$ cat src/rtl/cpu_fetch.sv
// cpu_fetch: program-memory fetch, 3-word instruction assembly and buffered hand-off to execute
module cpu_fetch #(
  parameter logic [15:0] RESET_PC = 16'h0000,
  parameter int          DEPTH    = 2
) (
  input  logic        clk,
  input  logic        rst_n,
  output logic        mem_rd,
  output logic [15:0] mem_addr,
  input  logic [15:0] mem_rdata,
  output logic        ins_valid,
  input  logic        ins_ready,
  output logic [15:0] ins_opcode,
  output logic [15:0] ins_par1,
  output logic [15:0] ins_par2,
  output logic [15:0] ins_pc,
  input  logic        redirect,
  input  logic [15:0] redirect_pc,
  output logic [15:0] fetch_pc
);
  localparam int PW = DEPTH > 1 ? $clog2(DEPTH) : 1;
  localparam int CW = $clog2(DEPTH + 1);
  typedef enum logic [1:0] {W0, W1, W2} state_t;
  state_t          state_q, state_d;
  logic [15:0]     fetch_pc_q, fetch_pc_d;
  logic [1:0]      iss_q, iss_d;
  logic            inflight_q, inflight_d;
  logic [15:0]     raddr_q, raddr_d;
  logic [15:0]     stg_op_q, stg_op_d, stg_p1_q, stg_p1_d, stg_pc_q, stg_pc_d;
  logic [CW-1:0]   count_q, count_d;
  logic [PW-1:0]   head_q, head_d, tail_q, tail_d;
  logic [15:0]     op_q [DEPTH], op_d [DEPTH];
  logic [15:0]     p1_q [DEPTH], p1_d [DEPTH];
  logic [15:0]     p2_q [DEPTH], p2_d [DEPTH];
  logic [15:0]     pc_q [DEPTH], pc_d [DEPTH];
  logic            pending, cap, push, pop;

  function automatic logic [PW-1:0] nxt(input logic [PW-1:0] p);
    return (p == PW'(DEPTH - 1)) ? '0 : p + 1'b1;
  endfunction

  assign ins_valid  = count_q != '0;
  assign ins_opcode = op_q[head_q];
  assign ins_par1   = p1_q[head_q];
  assign ins_par2   = p2_q[head_q];
  assign ins_pc     = pc_q[head_q];
  assign fetch_pc   = fetch_pc_q;

  // A buffer slot is reserved when word 0 is issued; the remaining words of that instruction always follow
  always_comb begin
    pending    = (state_q != W0) || inflight_q;
    mem_rd     = rst_n && !redirect && (iss_q != 2'd0 || int'(count_q) + int'(pending) < DEPTH);
    mem_addr   = mem_rd ? fetch_pc_q : 16'h0000;
    cap        = inflight_q && !redirect;
    push       = cap && state_q == W2;
    pop        = ins_valid && ins_ready;
    fetch_pc_d = redirect ? redirect_pc : fetch_pc_q + 16'(mem_rd);
    iss_d      = redirect ? 2'd0 : !mem_rd ? iss_q : iss_q == 2'd2 ? 2'd0 : iss_q + 2'd1;
    inflight_d = mem_rd;
    raddr_d    = fetch_pc_q;
    stg_op_d   = cap && state_q == W0 ? mem_rdata : stg_op_q;
    stg_pc_d   = cap && state_q == W0 ? raddr_q : stg_pc_q;
    stg_p1_d   = cap && state_q == W1 ? mem_rdata : stg_p1_q;
    count_d    = redirect ? '0 : count_q + CW'(push) - CW'(pop);
    head_d     = redirect ? '0 : pop ? nxt(head_q) : head_q;
    tail_d     = redirect ? '0 : push ? nxt(tail_q) : tail_q;
    state_d    = state_q;
    if (redirect) state_d = W0;
    else if (cap) begin
      case (state_q)
        W0:      state_d = W1;
        W1:      state_d = W2;
        default: state_d = W0;
      endcase
    end
    op_d = op_q;
    p1_d = p1_q;
    p2_d = p2_q;
    pc_d = pc_q;
    if (push) begin
      op_d[tail_q] = stg_op_q;
      p1_d[tail_q] = stg_p1_q;
      p2_d[tail_q] = mem_rdata;
      pc_d[tail_q] = stg_pc_q;
    end
  end

  // All fetch, assembly and buffer state; reset aborts any in-flight read
  always_ff @(posedge clk or negedge rst_n) begin
    if (!rst_n) begin
      state_q    <= W0;
      fetch_pc_q <= RESET_PC;
      iss_q      <= 2'd0;
      inflight_q <= 1'b0;
      raddr_q    <= 16'h0000;
      stg_op_q   <= 16'h0000;
      stg_p1_q   <= 16'h0000;
      stg_pc_q   <= 16'h0000;
      count_q    <= '0;
      head_q     <= '0;
      tail_q     <= '0;
      op_q       <= '{default: 16'h0000};
      p1_q       <= '{default: 16'h0000};
      p2_q       <= '{default: 16'h0000};
      pc_q       <= '{default: 16'h0000};
    end else begin
      state_q    <= state_d;
      fetch_pc_q <= fetch_pc_d;
      iss_q      <= iss_d;
      inflight_q <= inflight_d;
      raddr_q    <= raddr_d;
      stg_op_q   <= stg_op_d;
      stg_p1_q   <= stg_p1_d;
      stg_pc_q   <= stg_pc_d;
      count_q    <= count_d;
      head_q     <= head_d;
      tail_q     <= tail_d;
      op_q       <= op_d;
      p1_q       <= p1_d;
      p2_q       <= p2_d;
      pc_q       <= pc_d;
    end
  end
endmodule
$ cat config.mk
export PLATFORM = sky130hd
export DESIGN_NAME = cpu_fetch
export DESIGN_NICKNAME = d
export VERILOG_FILES = /design/src/rtl/cpu_fetch.sv
export SDC_FILE = /design/constraint.sdc
export NUM_CORES = 1
export LEC_CHECK = 0
export ABC_AREA = 1
export BUFFER_PORTS_ARGS = -buffer_cell sky130_fd_sc_hd__buf_2
export CORE_UTILIZATION = 50
export DETAILED_ROUTE_END_ITERATION = 8
export PLACE_DENSITY = 0.7
export RECOVER_POWER = 25
export SLEW_MARGIN = 25
export SYNTH_ARGS = -nofsm -noshare
export SYNTH_HDL_FRONTEND = slang
export SYNTH_SLANG_ARGS = --single-unit
$ cat constraint.sdc
create_clock -name clk -period 2.05 [get_ports clk]
set_clock_uncertainty 0.1 [all_clocks]
set_input_delay 0.41 -clock clk [delete_from_list [all_inputs] [get_ports clk]]
set_output_delay 0.41 -clock clk [all_outputs]
set_load 0.005 [all_outputs]
## After elaboration in Yosys (flattened, before gate mapping)

Cells that the tools add are included.

| word-level totals | value |
|---|---|
| register bits after elaboration | 217 |
| output and inout bits | 98 |
| word-level logic and storage cells | 87 |

| cells by class | value |
|---|---|
| add/subtract/negate cells | 7 |
| order comparisons | 4 |
| equality and inequality tests | 3 |
| multiplexer cells | 33 |
| bitwise gates (word level) | 2 |
| reduce and logical (&&, ||, !) cells | 19 |

Operator list:

| operator | count |
|---|---|
| 16-bit 2-to-1 mux | 15 |
| 32-bit bitwise mux | 4 |
| 16-bit by 1-bit adder with 16-bit output | 1 |
| 16-bit demux with 1-bit select | 1 |
| 2-bit nonzero test | 7 |
| 2-bit 2-to-1 mux | 6 |
| 1-bit logical AND | 8 |
| 1-bit 2-to-1 mux | 6 |
| 2-bit == test, second input constant | 2 |
| 2-bit >= comparator, second input constant | 2 |
| 1-bit NOT with 2-bit output | 2 |
| 2-bit one-hot mux with 2 select lines | 1 |
| 2-bit by 1-bit adder with 3-bit output | 1 |
| 3-bit by 2-bit < comparator with 1-bit output, second input constant | 1 |
| 1-bit adder, second input constant | 2 |
| 2-bit by 1-bit adder with 2-bit output | 1 |
| 2-bit by 1-bit adder with 2-bit output, second input constant | 1 |
| 2-bit by 1-bit == test with 1-bit output, second input constant | 1 |
| 2-bit logical NOT | 1 |
| 1-bit logical OR | 2 |
| 2-bit by 1-bit < comparator with 1-bit output, second input constant | 1 |
| 2-bit by 1-bit subtractor with 2-bit output | 1 |
| 1-bit logical NOT | 1 |

## Depth between registers and ports, before layout

Gate-level depths: netlist of the first run.

| depth | value |
|---|---|
| word-level depth | 8 |
| depth in mapped cells | 13 |
| gate-level depth less buffers | 13 |

## Worst setup path before layout of the first run

Ideal clock, no wire load.

| timing | value |
|---|---|
| kind | flip-flop to flip-flop |
| start point | register count_q[1] |
| end point | register fetch_pc_q[12], in the netlist fetch_pc[12] |
| library setup time | 0.118 ns |
| arrival time | 2.069 ns |
| data required time | 1.832 ns |
| setup slack | -0.237 ns |
| stages on the path, launching flop included | 12 |
| clock period less this slack | 2.287 ns |
| cell sequence | dfrtp_1 > or2_2 > nand3_1 > nand2_1 > inv_1 > ha_1 > ha_1 > nand3_1 > nor2_2 > nand4_1 > nand3_1 > nand2_1 |

| on the way | value |
|---|---|
| word-level cells in the longest chain between the ends | 6 |

RTL lines:

| what | line | RTL |
|---|---|---|
| from (decl) | 30 | `logic [CW-1:0] count_q, count_d;` |
| from (signal assigned) | 115 | `count_q <= count_d;` |
| 2-bit by 1-bit adder with 3-bit output | 52 | `mem_rd = rst_n && !redirect && (iss_q != 2'd0 \|\| int'(count_q) + int'(pending) < DEPTH);` |
| 3-bit by 2-bit < comparator with 1-bit output | 52 |  |
| 1-bit logical OR | 52 |  |
| 1-bit logical AND | 52 |  |
| named net mem_rd | 8 | `output logic mem_rd,` |
| 16-bit by 1-bit adder with 16-bit output | 57 | `fetch_pc_d = redirect ? redirect_pc : fetch_pc_q + 16'(mem_rd);` |
| 16-bit 2-to-1 mux | 57 |  |
| named net fetch_pc_d[12] | 25 | `logic [15:0] fetch_pc_q, fetch_pc_d;` |
| to (signal assigned) | 108 | `fetch_pc_q <= fetch_pc_d;` |
| to (decl) | 25 |  |

The timed path passes the listed nets, and every way through them passes these cells.
A chain may end at the register's enable or synchronous reset.

## Final worst setup path of the first run

| timing | value |
|---|---|
| start point | register count_q[1] |
| end point | output mem_addr[5] |

| on the way | value |
|---|---|
| word-level cells in the longest chain between the ends | 5 |

RTL lines:

| what | line | RTL |
|---|---|---|
| 2-bit by 1-bit adder with 3-bit output | 52 |  |
| 3-bit by 2-bit < comparator with 1-bit output | 52 |  |
| 1-bit logical OR | 52 |  |
| 1-bit logical AND | 52 |  |
| 16-bit 2-to-1 mux | 53 | `mem_addr = mem_rd ? fetch_pc_q : 16'h0000;` |
| to (decl) | 9 | `output logic [15:0] mem_addr,` |

No other way between the ends.

==> results of run 1 <==
critical path: stages, from the launching register on:
cell and delay [ns]:
dfrtp_1 0.40, or2_4 0.28, nand3_4 0.09, nand2_8 0.08, buf_12 0.17, nor2_2 0.08
buf_2 0.12
power groups by stage:
stage	Combinational [mW]	Sequential [mW]	Clock, mW
finish	1.87	4.95	4.23
global route	2.06	4.99	4.45
CTS	1.53	4.91	4.29
detailed placement	1.34	4.98	0
global placement	1.32	4.97	0
floorplan	0.805	4.93	0
metrics by stage:
step	cells	hold slack, ns
after floorplan	1071	0.0144
after global placement	1394	0.333
after CTS	1457	0.000199
after global routing	1468	0.0232
final	1468	0.00898
after detailed placement	1394	0.328
sequential cells by signal, indices dropped and copies added (netlist names), 16 cells and up:
register  flops
fetch_pc     16
op_q         32
p1_q         32
p2_q         32
pc_q         32
raddr_q      16
stg_op_q     16
stg_p1_q     16
stg_pc_q     16
metal layers:
| metal | global-route usage [%] | up-vias | share of wire, % |
|---|---|---|---|
| met4 | 5.44 | 0 | 1.8 |
| met5 | 0 | - | 0 |
| li1 | - | 3660 | - |
| met2 | 36.4 | 196 | 48 |
| met3 | 3.53 | 33 | 4.9 |
| met1 | 34.5 | 3604 | 45 |
synth_stat cells (all sizes together):
library cell,n
o21ai,171
nand2,420
nand4,3
ha,4
dfrtp,217
nand3,23
or2,2
nor2,53
a31oi,2
buf,24
xor2,1
a21oi,20
nand3b,1
inv,96
xnor2,1
clkbuf,33
layout make-up:
cell class | count | area (sq um)
Fill cell | 1396 | 5840
Inverter | 96 | 368
Sequential cell | 217 | 5430
Multi-Input combinational cell | 702 | 3870
Clock inverter | 7 | 92.6
Clock buffer | 34 | 687
Timing Repair Buffer | 183 | 1500
Tap cell | 229 | 287
path summary, 6_finish.rpt:
| path | startpoint | endpoint | slack [ns] | cells past startpoint |
|---|---|---|---|---|
| max | count_q[1] | mem_addr[5] | -0.18 | 6 |
| min | redirect_pc[12] | fetch_pc[12] | 0.009 | 3 |
| max in group asynchronous | rst_n | p1_q[16] | 0.03 | 4 |
| max reg2reg | count_q[1] | fetch_pc[6] | -0.06 | 11 |
| min in group asynchronous | rst_n | stg_pc_q[10] | 0.73 | 3 |
| min reg2reg | fetch_pc[14] | raddr_q[14] | 0.34 | 0 |
cell families after synthesis:
| group | after synthesis |
|---|---|
| compound gates | 193 |
| xor+xnor | 2 |
| fa+ha+maj | 4 |
| buf+inv | 153 |
| flops | 217 |
| simple gates | 502 |
timing repair:
item | in CTS | in global routing
setup buffers | 11 | 7
setup endpoints to repair | 60 | 89
hold endpoints to repair | 103 | 0
gates resized for setup | 31 | 217
pin swaps | 5 | 50
hold buffers | 7 | 0
gates cloned | 4 | 10
==> results.py, run 1 <==
metrics = {
    "cells_and_area": {
        "final_common_cell": "nand2_1",
        "area_growth_pct": 31.7,
        "final_cell_area_sq_um": 12200,
        "n_antenna_cell": 0,
        "mostFrequentLayoutCells": "nand2_1, dfrtp_1, buf_2",
        "drive_gt1_share_pct": 33.9,
        "utilization_pct": 67.7,
        "finalNetCount": 1263,
    },
    "synth": {
        "synth-adder-area-share_pct": 0.538,
        "synth.distinct_cells": 23,
        "ys_warn_count": 0,
        "synth-xor-area-share_pct": 0.188,
        "ys_top_cells_by_area": "dfrtp_1, nand2_1, o21ai_0",
        "synth.mux.area_fraction_pct": 0,
        "netlist_area_sq_um": 9300,
        "synth-simple-area-share_pct": 20.9,
        "synth_top_area_cell": "dfrtp_1",
        "syn_nets": 1111,
        "syn_avg_cell_area_sq_um": 8.68,
        "synthCells": 1071,
        "synth_top_family_by_area": "simple AND/OR/NAND/NOR gates",
        "synth-compound-area-share_pct": 12.6,
        "synth-seq-area-share_pct": 58.4,
        "yosysTopAreaCellShare_pct": 58.4,
        "synth_seq_cells": 217,
    },
    "pwr": {
        "sequentialPowerShare_pct": 44.8,
        "leakage_nw": 6.59,
        "p_int_mw": 8.05,
        "swShare_pct": 27.1,
        "peakVddDrop_v": 0.000577,
        "p_per_area_nw_per_um2": 902,
        "p_switching_mw": 3.00,
        "combinationalPowerShare_pct": 16.9,
        "power_mw": 11.0,
        "clkPwrFrac_pct": 38.3,
    },
    "critical_path": {
        "endpoint_kind": "primary output",
        "start_kind": "flop",
        "crit_arrival_ns": 1.72,
        "worstPathRequired_ns": 1.54,
        "path_max_fanout": 8,
        "critical_path_class": "reg -> out",
    },
    "floorplanning": {
        "start_util_pct": 51.4,
        "ios": 134,
        "dieArea_sq_um": 19100,
        "rows": 49,
        "die_h_um": 138,
        "fp.dieW_um": 138,
        "core_sq_um": 18100,
    },
    "cts": {
        "cts_max_path_buffers": 3,
        "cts_sinks": 217,
        "clkTransAtPathRegs_ns": 0.06,
        "cts_tree": "yes",
        "insertion_delay_ns": 0.51,
        "htreeDepth": 1,
        "cts_made_buffers": 23,
        "cts_root_buf": "clkbuf_16",
    },
    "outcome": {
        "violations": "design-rule violations, negative setup slack",
        "outcome": "complete, but fails checks",
    },
    "sta": {
        "hold_viol_final": 0,
        "worst_slack_ns": -0.177,
        "rsz0062_at_grt": "true",
        "setup_viol": 75,
        "fin_setup_tns_ns": -5.61,
        "period_share_pct": 109,
        "final-max-slew-violation-count": 0,
        "period_needed_ns": 2.23,
        "tightest_slew_ns": 0.916,
        "max_freq_mhz": 449,
        "slew_headroom_pct": 39.0,
    },
    "place": {
        "gp_congestion": 0.848,
        "pre_cts_ws_ns": 0.00443,
        "dpl_cell_area_sq_um": 10200,
        "portBuffers": 133,
        "dp_hpwl_um": 13200,
    },
    "global_route": {
        "antenna_found_initial": 1,
        "grt_first_pass_wirelength_um": 35900,
        "gr-total-overflow": 0,
        "grt_max_degree": 121,
        "grt_pass1_vias": 6980,
        "grt_usage_pct": 23.3,
    },
    "routing": {
        "route.detailed.drc": 10,
        "firstDrtPassIters": 7,
        "ant_nets": 0,
        "drtIter0Drc": 588,
        "via_per_inst": 5.10,
        "num_vias": 7493,
        "totalWireLength_um": 23600,
        "wire_per_inst_um": 16.1,
    },
    "worst_hold_path": {
        "holdCritPathClass": "in -> reg",
    },
    "run": {
        "cap_violations": 0,
    },
}
Note: power is estimated with default switching activity, not from simulation.
==> run 2: changes to the inputs <==
--- a/config.mk
+++ b/config.mk
@@ -7,10 +7,12 @@
 export LEC_CHECK = 0
 export ABC_AREA = 1
 export BUFFER_PORTS_ARGS = -buffer_cell sky130_fd_sc_hd__buf_2
+export CORE_ASPECT_RATIO = 1.75
 export CORE_UTILIZATION = 50
 export DETAILED_ROUTE_END_ITERATION = 8
 export PLACE_DENSITY = 0.7
 export RECOVER_POWER = 25
+export REMOVE_ABC_BUFFERS = 1
 export SLEW_MARGIN = 25
 export SYNTH_ARGS = -nofsm -noshare
 export SYNTH_HDL_FRONTEND = slang
==> results.py, run 2 (synthesis gave the netlist of run 1 again) <==
metrics = {
    "cells_and_area": {
        "drive_gt1_share_pct": 34.4,
        "final_cell_area_sq_um": 12300,
        "nFillCells": 1469,
        "area_growth_pct": 32.3,
        "mostFrequentLayoutCells": "nand2_1, dfrtp_1, buf_2",
        "finalNetCount": 1265,
        "instances_no_fill": 1473,
        "n_antenna_cell": 0,
        "final_common_cell": "nand2_1",
    },
    "cts": {
        "htreeDepth": 1,
        "insertion_delay_ns": 0.50,
        "cts_max_path_buffers": 3,
        "cts_tree": "yes",
        "clkTransAtPathRegs_ns": 0.07,
        "cts_sinks": 217,
        "cts_made_buffers": 20,
        "cts_root_buf": "clkbuf_16",
    },
    "pwr": {
        "p_per_area_nw_per_um2": 873,
        "sequentialPowerShare_pct": 45.9,
        "peakVddDrop_v": 0.000620,
        "clkPwrFrac_pct": 36.6,
        "leakage_nw": 6.78,
        "combinationalPowerShare_pct": 17.4,
        "p_int_mw": 7.79,
        "swShare_pct": 27.4,
        "p_switching_mw": 2.94,
        "power_mw": 10.7,
    },
    "place": {
        "portBuffers": 133,
        "gp_congestion": 0.823,
        "place_inst": 1410,
        "dpl_cell_area_sq_um": 10300,
        "dp_hpwl_um": 12000,
        "pre_cts_ws_ns": -0.0354,
    },
    "routing": {
        "num_vias": 7430,
        "drtIter0Drc": 364,
        "ant_nets": 0,
        "firstDrtPassIters": 5,
        "wire_per_inst_um": 14.9,
        "totalWireLength_um": 22000,
        "via_per_inst": 5.04,
        "route.detailed.drc": 0,
    },
    "global_route": {
        "grt_first_pass_wirelength_um": 33900,
        "antenna_found_initial": 1,
        "grt_usage_pct": 22.1,
        "grt_pass1_vias": 6937,
        "grt_max_degree": 129,
        "gr-total-overflow": 0,
    },
    "sta": {
        "final-max-slew-violation-count": 0,
        "hold_viol_final": 0,
        "period_share_pct": 107,
        "fin_setup_tns_ns": -2.27,
        "max_freq_mhz": 458,
        "worst_slack_ns": -0.135,
        "slew_headroom_pct": 56.7,
        "tightest_slew_ns": 0.649,
        "rsz0062_at_grt": "true",
        "setup_viol": 48,
        "period_needed_ns": 2.19,
    },
    "worst_hold_path": {
        "holdCritPathClass": "in -> reg",
    },
    "critical_path": {
        "rrSetupSlack_ns": 0.02,
        "cpPeakStageDelay_ns": 0.39,
        "path_cells": "nor2_2, nand3_2, nand2_4, inv_4, ha_4, buf_6, buf_6",
        "worstPathRequired_ns": 1.54,
        "cp_slowest_cell": "dfrtp_1",
        "worst_path_most_repeated_cell": "buf_6",
        "start_kind": "flop",
        "endpoint_kind": "primary output",
        "crit_arrival_ns": 1.68,
        "critical_path_class": "reg -> out",
        "path_max_fanout": 3,
    },
    "floorplanning": {
        "core_sq_um": 18100,
        "rows": 65,
        "fp.dieW_um": 105,
        "ios": 134,
        "die_h_um": 182,
        "dieArea_sq_um": 19200,
        "start_util_pct": 51.3,
    },
    "outcome": {
        "outcome": "complete, but fails checks",
        "violations": "negative setup slack",
    },
    "run": {
        "cap_violations": 0,
    },
}
==> run 2: cell types whose count changed in the layout (fill, tap and decap cells not counted), moves of 4 or more <==
cell	delta
nand2_2	-15
buf_4	+12
nand2_1	+8
nand2_4	+8
buf_6	+7
buf_2	-6
dlygate4sd3_1	-6
nand3_1	-5
nand3_2	+5
clkbuf_1	-4
clkbuf_16	-4
==> run 2: routing by layer <==
layer / vias to the layer above / part of all wire, % / GRT usage, % / wire (um)
li1: 3647 / - / - / -
met1: 3565 / 38 / 26.2 / 8470
met2: 176 / 54 / 40.9 / 11900
met3: 40 / 4.7 / 3.57 / 1030
met4: 2 / 2.6 / 6.87 / 577
met5: - / 0.064 / 0 / 14
==> run 2: layout make-up <==
cell class / count / area, sq um / share of cell area [%]
multi-input combinational: 701 / 3890 / 31.7
sequential: 217 / 5430 / 44.2
clock buffer: 26 / 584 / 4.75
inverter: 96 / 370 / 3.01
clock inverter: 10 / 116 / 0.946
timing repair buffer: 189 / 1610 / 13.1
tap: 234 / 293 / 2.38
==> run 2: what timing repair did <==
item	in CTS	in global routing
pin swaps	15	54
hold endpoints to repair	46	0
endpoints found under the setup margin	79	153
resized for setup	49	204
setup buffers	8	8
gates cloned	6	6
hold buffers	1	0
==> run 2: path summary, 6_finish.rpt <==
check,from,to,cells past startpoint
max,iss_q[0],mem_addr[0],7
max reg2reg,count_q[0],fetch_pc[14],14
min,redirect_pc[9],fetch_pc[9],3
min in group asynchronous,rst_n,p2_q[8],3
max in group asynchronous,rst_n,op_q[16],4
min reg2reg,fetch_pc[14],raddr_q[14],0
==> run 2: power groups by stage <==
stage / registers [mW] / clock network [mW] / logic, mW
after floorplan: 4.96 / 0 / 0.734
after global placement: 4.96 / 0 / 1.31
after detailed placement: 4.98 / 0 / 1.34
after CTS: 4.90 / 3.99 / 1.56
after global routing: 4.98 / 4.17 / 2.08
final: 4.93 / 3.93 / 1.87
==> run 2: worst max-delay path: cells and delay by family (launching register included) <==
kind                       cells  cell delay (ns)
adders and majority gates      1             0.16
and+or+nand+nor                3             0.38
DFF                            1             0.39
buffers and inverters          3             0.25
==> run 2: per-stage QoR <==
stage          util (%)  hold slack (ns)
2_1_floorplan         -           0.0144
4_1_cts            62.8          0.00193
5_1_grt            67.8           0.0146
6_report           67.8          0.00860
3_5_place_dp       56.8            0.321
3_3_place_gp       56.8            0.317
==> run 3: changes to the inputs <==
--- a/config.mk
+++ b/config.mk
@@ -8,9 +8,10 @@
 export ABC_AREA = 1
 export BUFFER_PORTS_ARGS = -buffer_cell sky130_fd_sc_hd__buf_2
 export CORE_ASPECT_RATIO = 1.75
-export CORE_UTILIZATION = 50
+export CORE_MARGIN = 2
+export CORE_UTILIZATION = 32
 export DETAILED_ROUTE_END_ITERATION = 8
-export PLACE_DENSITY = 0.7
+export PLACE_DENSITY = 0.47
 export RECOVER_POWER = 25
 export REMOVE_ABC_BUFFERS = 1
 export SLEW_MARGIN = 25
==> results.py, run 3 (synthesis gave the netlist of run 1 again) <==
metrics = {
    "outcome": {
        "outcome": "complete, but fails checks",
        "violations": "negative setup slack",
    },
    "critical_path": {
        "endpoint_kind": "primary output",
        "critical_path_class": "reg -> out",
        "reg2reg_depth": 15,
        "worstPathRequired_ns": 1.54,
        "path_max_fanout": 8,
        "start_kind": "flop",
        "r2r_start": "count_q[1]",
        "crit_path_start": "head_q",
        "crit_arrival_ns": 1.69,
    },
    "cells_and_area": {
        "final_cell_area_sq_um": 12700,
        "utilization_pct": 44.2,
        "instances_no_fill": 1634,
        "nFillCells": 2841,
        "finalNetCount": 1279,
        "final_common_cell": "nand2_1",
        "drive_gt1_share_pct": 34.3,
        "area_growth_pct": 36.3,
        "mostFrequentLayoutCells": "nand2_1, dfrtp_1, buf_2",
    },
    "sta": {
        "worst_slack_ns": -0.153,
        "period_share_pct": 107,
        "hold_viol_final": 0,
        "period_needed_ns": 2.20,
        "tightest_slew_ns": 0.913,
        "final-max-slew-violation-count": 0,
        "setup_viol": 79,
        "max_freq_mhz": 454,
        "rsz0062_at_grt": "true",
        "fin_hold_ws_ns": 0.0328,
        "fin_setup_tns_ns": -6.77,
        "slew_headroom_pct": 39.1,
    },
    "pwr": {
        "p_per_area_nw_per_um2": 868,
        "leakage_nw": 6.57,
        "peakVddDrop_v": 0.000503,
        "power_mw": 11.0,
    },
    "place": {
        "pre_cts_ws_ns": -0.0725,
        "place_inst": 1552,
        "dp_hpwl_um": 13600,
        "gp_congestion": 0.786,
        "dpl_cell_area_sq_um": 10400,
        "portBuffers": 133,
    },
    "routing": {
        "num_vias": 7379,
        "drtIter0Drc": 393,
        "wire_per_inst_um": 15.0,
        "firstDrtPassIters": 5,
        "totalWireLength_um": 24500,
        "ant_nets": 0,
        "via_per_inst": 4.52,
        "route.detailed.drc": 0,
    },
    "floorplanning": {
        "dieArea_sq_um": 30500,
        "start_util_pct": 32.5,
        "die_h_um": 229,
        "rows": 82,
        "fp.dieW_um": 133,
        "ios": 134,
        "core_sq_um": 28600,
    },
    "global_route": {
        "grt_first_pass_wirelength_um": 38700,
        "grt_max_degree": 137,
        "grt_usage_pct": 15.9,
        "use_met2_pct": 28.8,
        "antenna_found_initial": 2,
        "grt-busiest-layer": "met2",
        "gr-total-overflow": 0,
        "grt_pass1_vias": 7247,
        "grt_use_met1_pct": 19.4,
        "grtUsageMet3_pct": 2.55,
    },
    "worst_hold_path": {
        "min_from": "redirect_pc[2]",
        "holdCritPathClass": "in -> reg",
        "hold_depth": 3,
    },
    "cts": {
        "cts_sinks": 217,
        "insertion_delay_ns": 0.51,
        "cts_tree": "yes",
        "clkTransAtPathRegs_ns": 0.06,
        "cts_max_path_buffers": 3,
        "cts_root_buf": "clkbuf_16",
        "cts_made_buffers": 23,
        "htreeDepth": 1,
    },
    "run": {
        "cap_violations": 0,
    },
}
## run 3: cell types whose count changed in the layout (fill, tap and decap cells not counted), moves of 3 or more
cell           before  now
clkbuf_1            2    8
nand2_2            65   68
nor2_4              6    3
buf_6              23   31
dlygate4sd3_1       1   12
nand2_1           301  288
nand2_4            54   64
buf_4              22   16
buf_2             114  110
nor2_2              8    4
nor2_1             39   46
## run 3: repair_timing
| action | CTS | global route |
|---|---|---|
| gates resized for setup | 107 | 171 |
| endpoints found under the hold margin | 110 | 0 |
| pin swaps | 26 | 39 |
| cloned | 11 | 3 |
| buffers inserted | 14 | 7 |
| hold buffers | 12 | 0 |
| endpoints found under the setup margin | 88 | 100 |
## run 3: area by class of cell
| class | count | area (sq um) | share of cell area [%] |
|---|---|---|---|
| sequential | 217 | 5430 | 42.9 |
| multi-input combinational | 701 | 3940 | 31.1 |
| timing repair buffer | 199 | 1700 | 13.4 |
| clock buffer | 31 | 656 | 5.18 |
| tap | 378 | 473 | 3.73 |
| inverter | 96 | 368 | 2.90 |
| clock inverter | 10 | 86.3 | 0.682 |
| timing repair inverter | 1 | 11.3 | 0.0889 |
| antenna | 1 | 2.50 | 0.0198 |
## run 3: critical path: stages (launching register included)
cell,delay [ns]
dfrtp_2,0.49
buf_8,0.17
buf_12,0.13
buf_16,0.16
nand2_2,0.06
nand2_1,0.05
buf_2,0.13
## run 3: metal layers
| layer | wire length, um | up-vias | part of all wire, % |
|---|---|---|---|
| li1 | - | 3688 | - |
| met2 | 13100 | 154 | 53 |
| met4 | 431 | 0 | 1.8 |
| met3 | 1040 | 24 | 4.2 |
| met5 | 0 | - | 0 |
| met1 | 9950 | 3513 | 41 |
## run 3: report_power, final
| group | internal (mW) | switching, mW | total, mW |
|---|---|---|---|
| clock network | 2.38 | 1.71 | 4.08 |
| logic | 0.877 | 1.07 | 1.95 |
| registers | 4.68 | 0.270 | 4.96 |
## run 3: final timing paths
path                       slack, ns      endpoint
setup / recovery               -0.15     ins_pc[4]
hold / removal                  0.03   fetch_pc[2]
setup reg to reg                0.01   fetch_pc[6]
hold reg to reg                 0.36   raddr_q[15]
max in group asynchronous       0.20  stg_op_q[13]
min in group asynchronous       0.62    raddr_q[0]
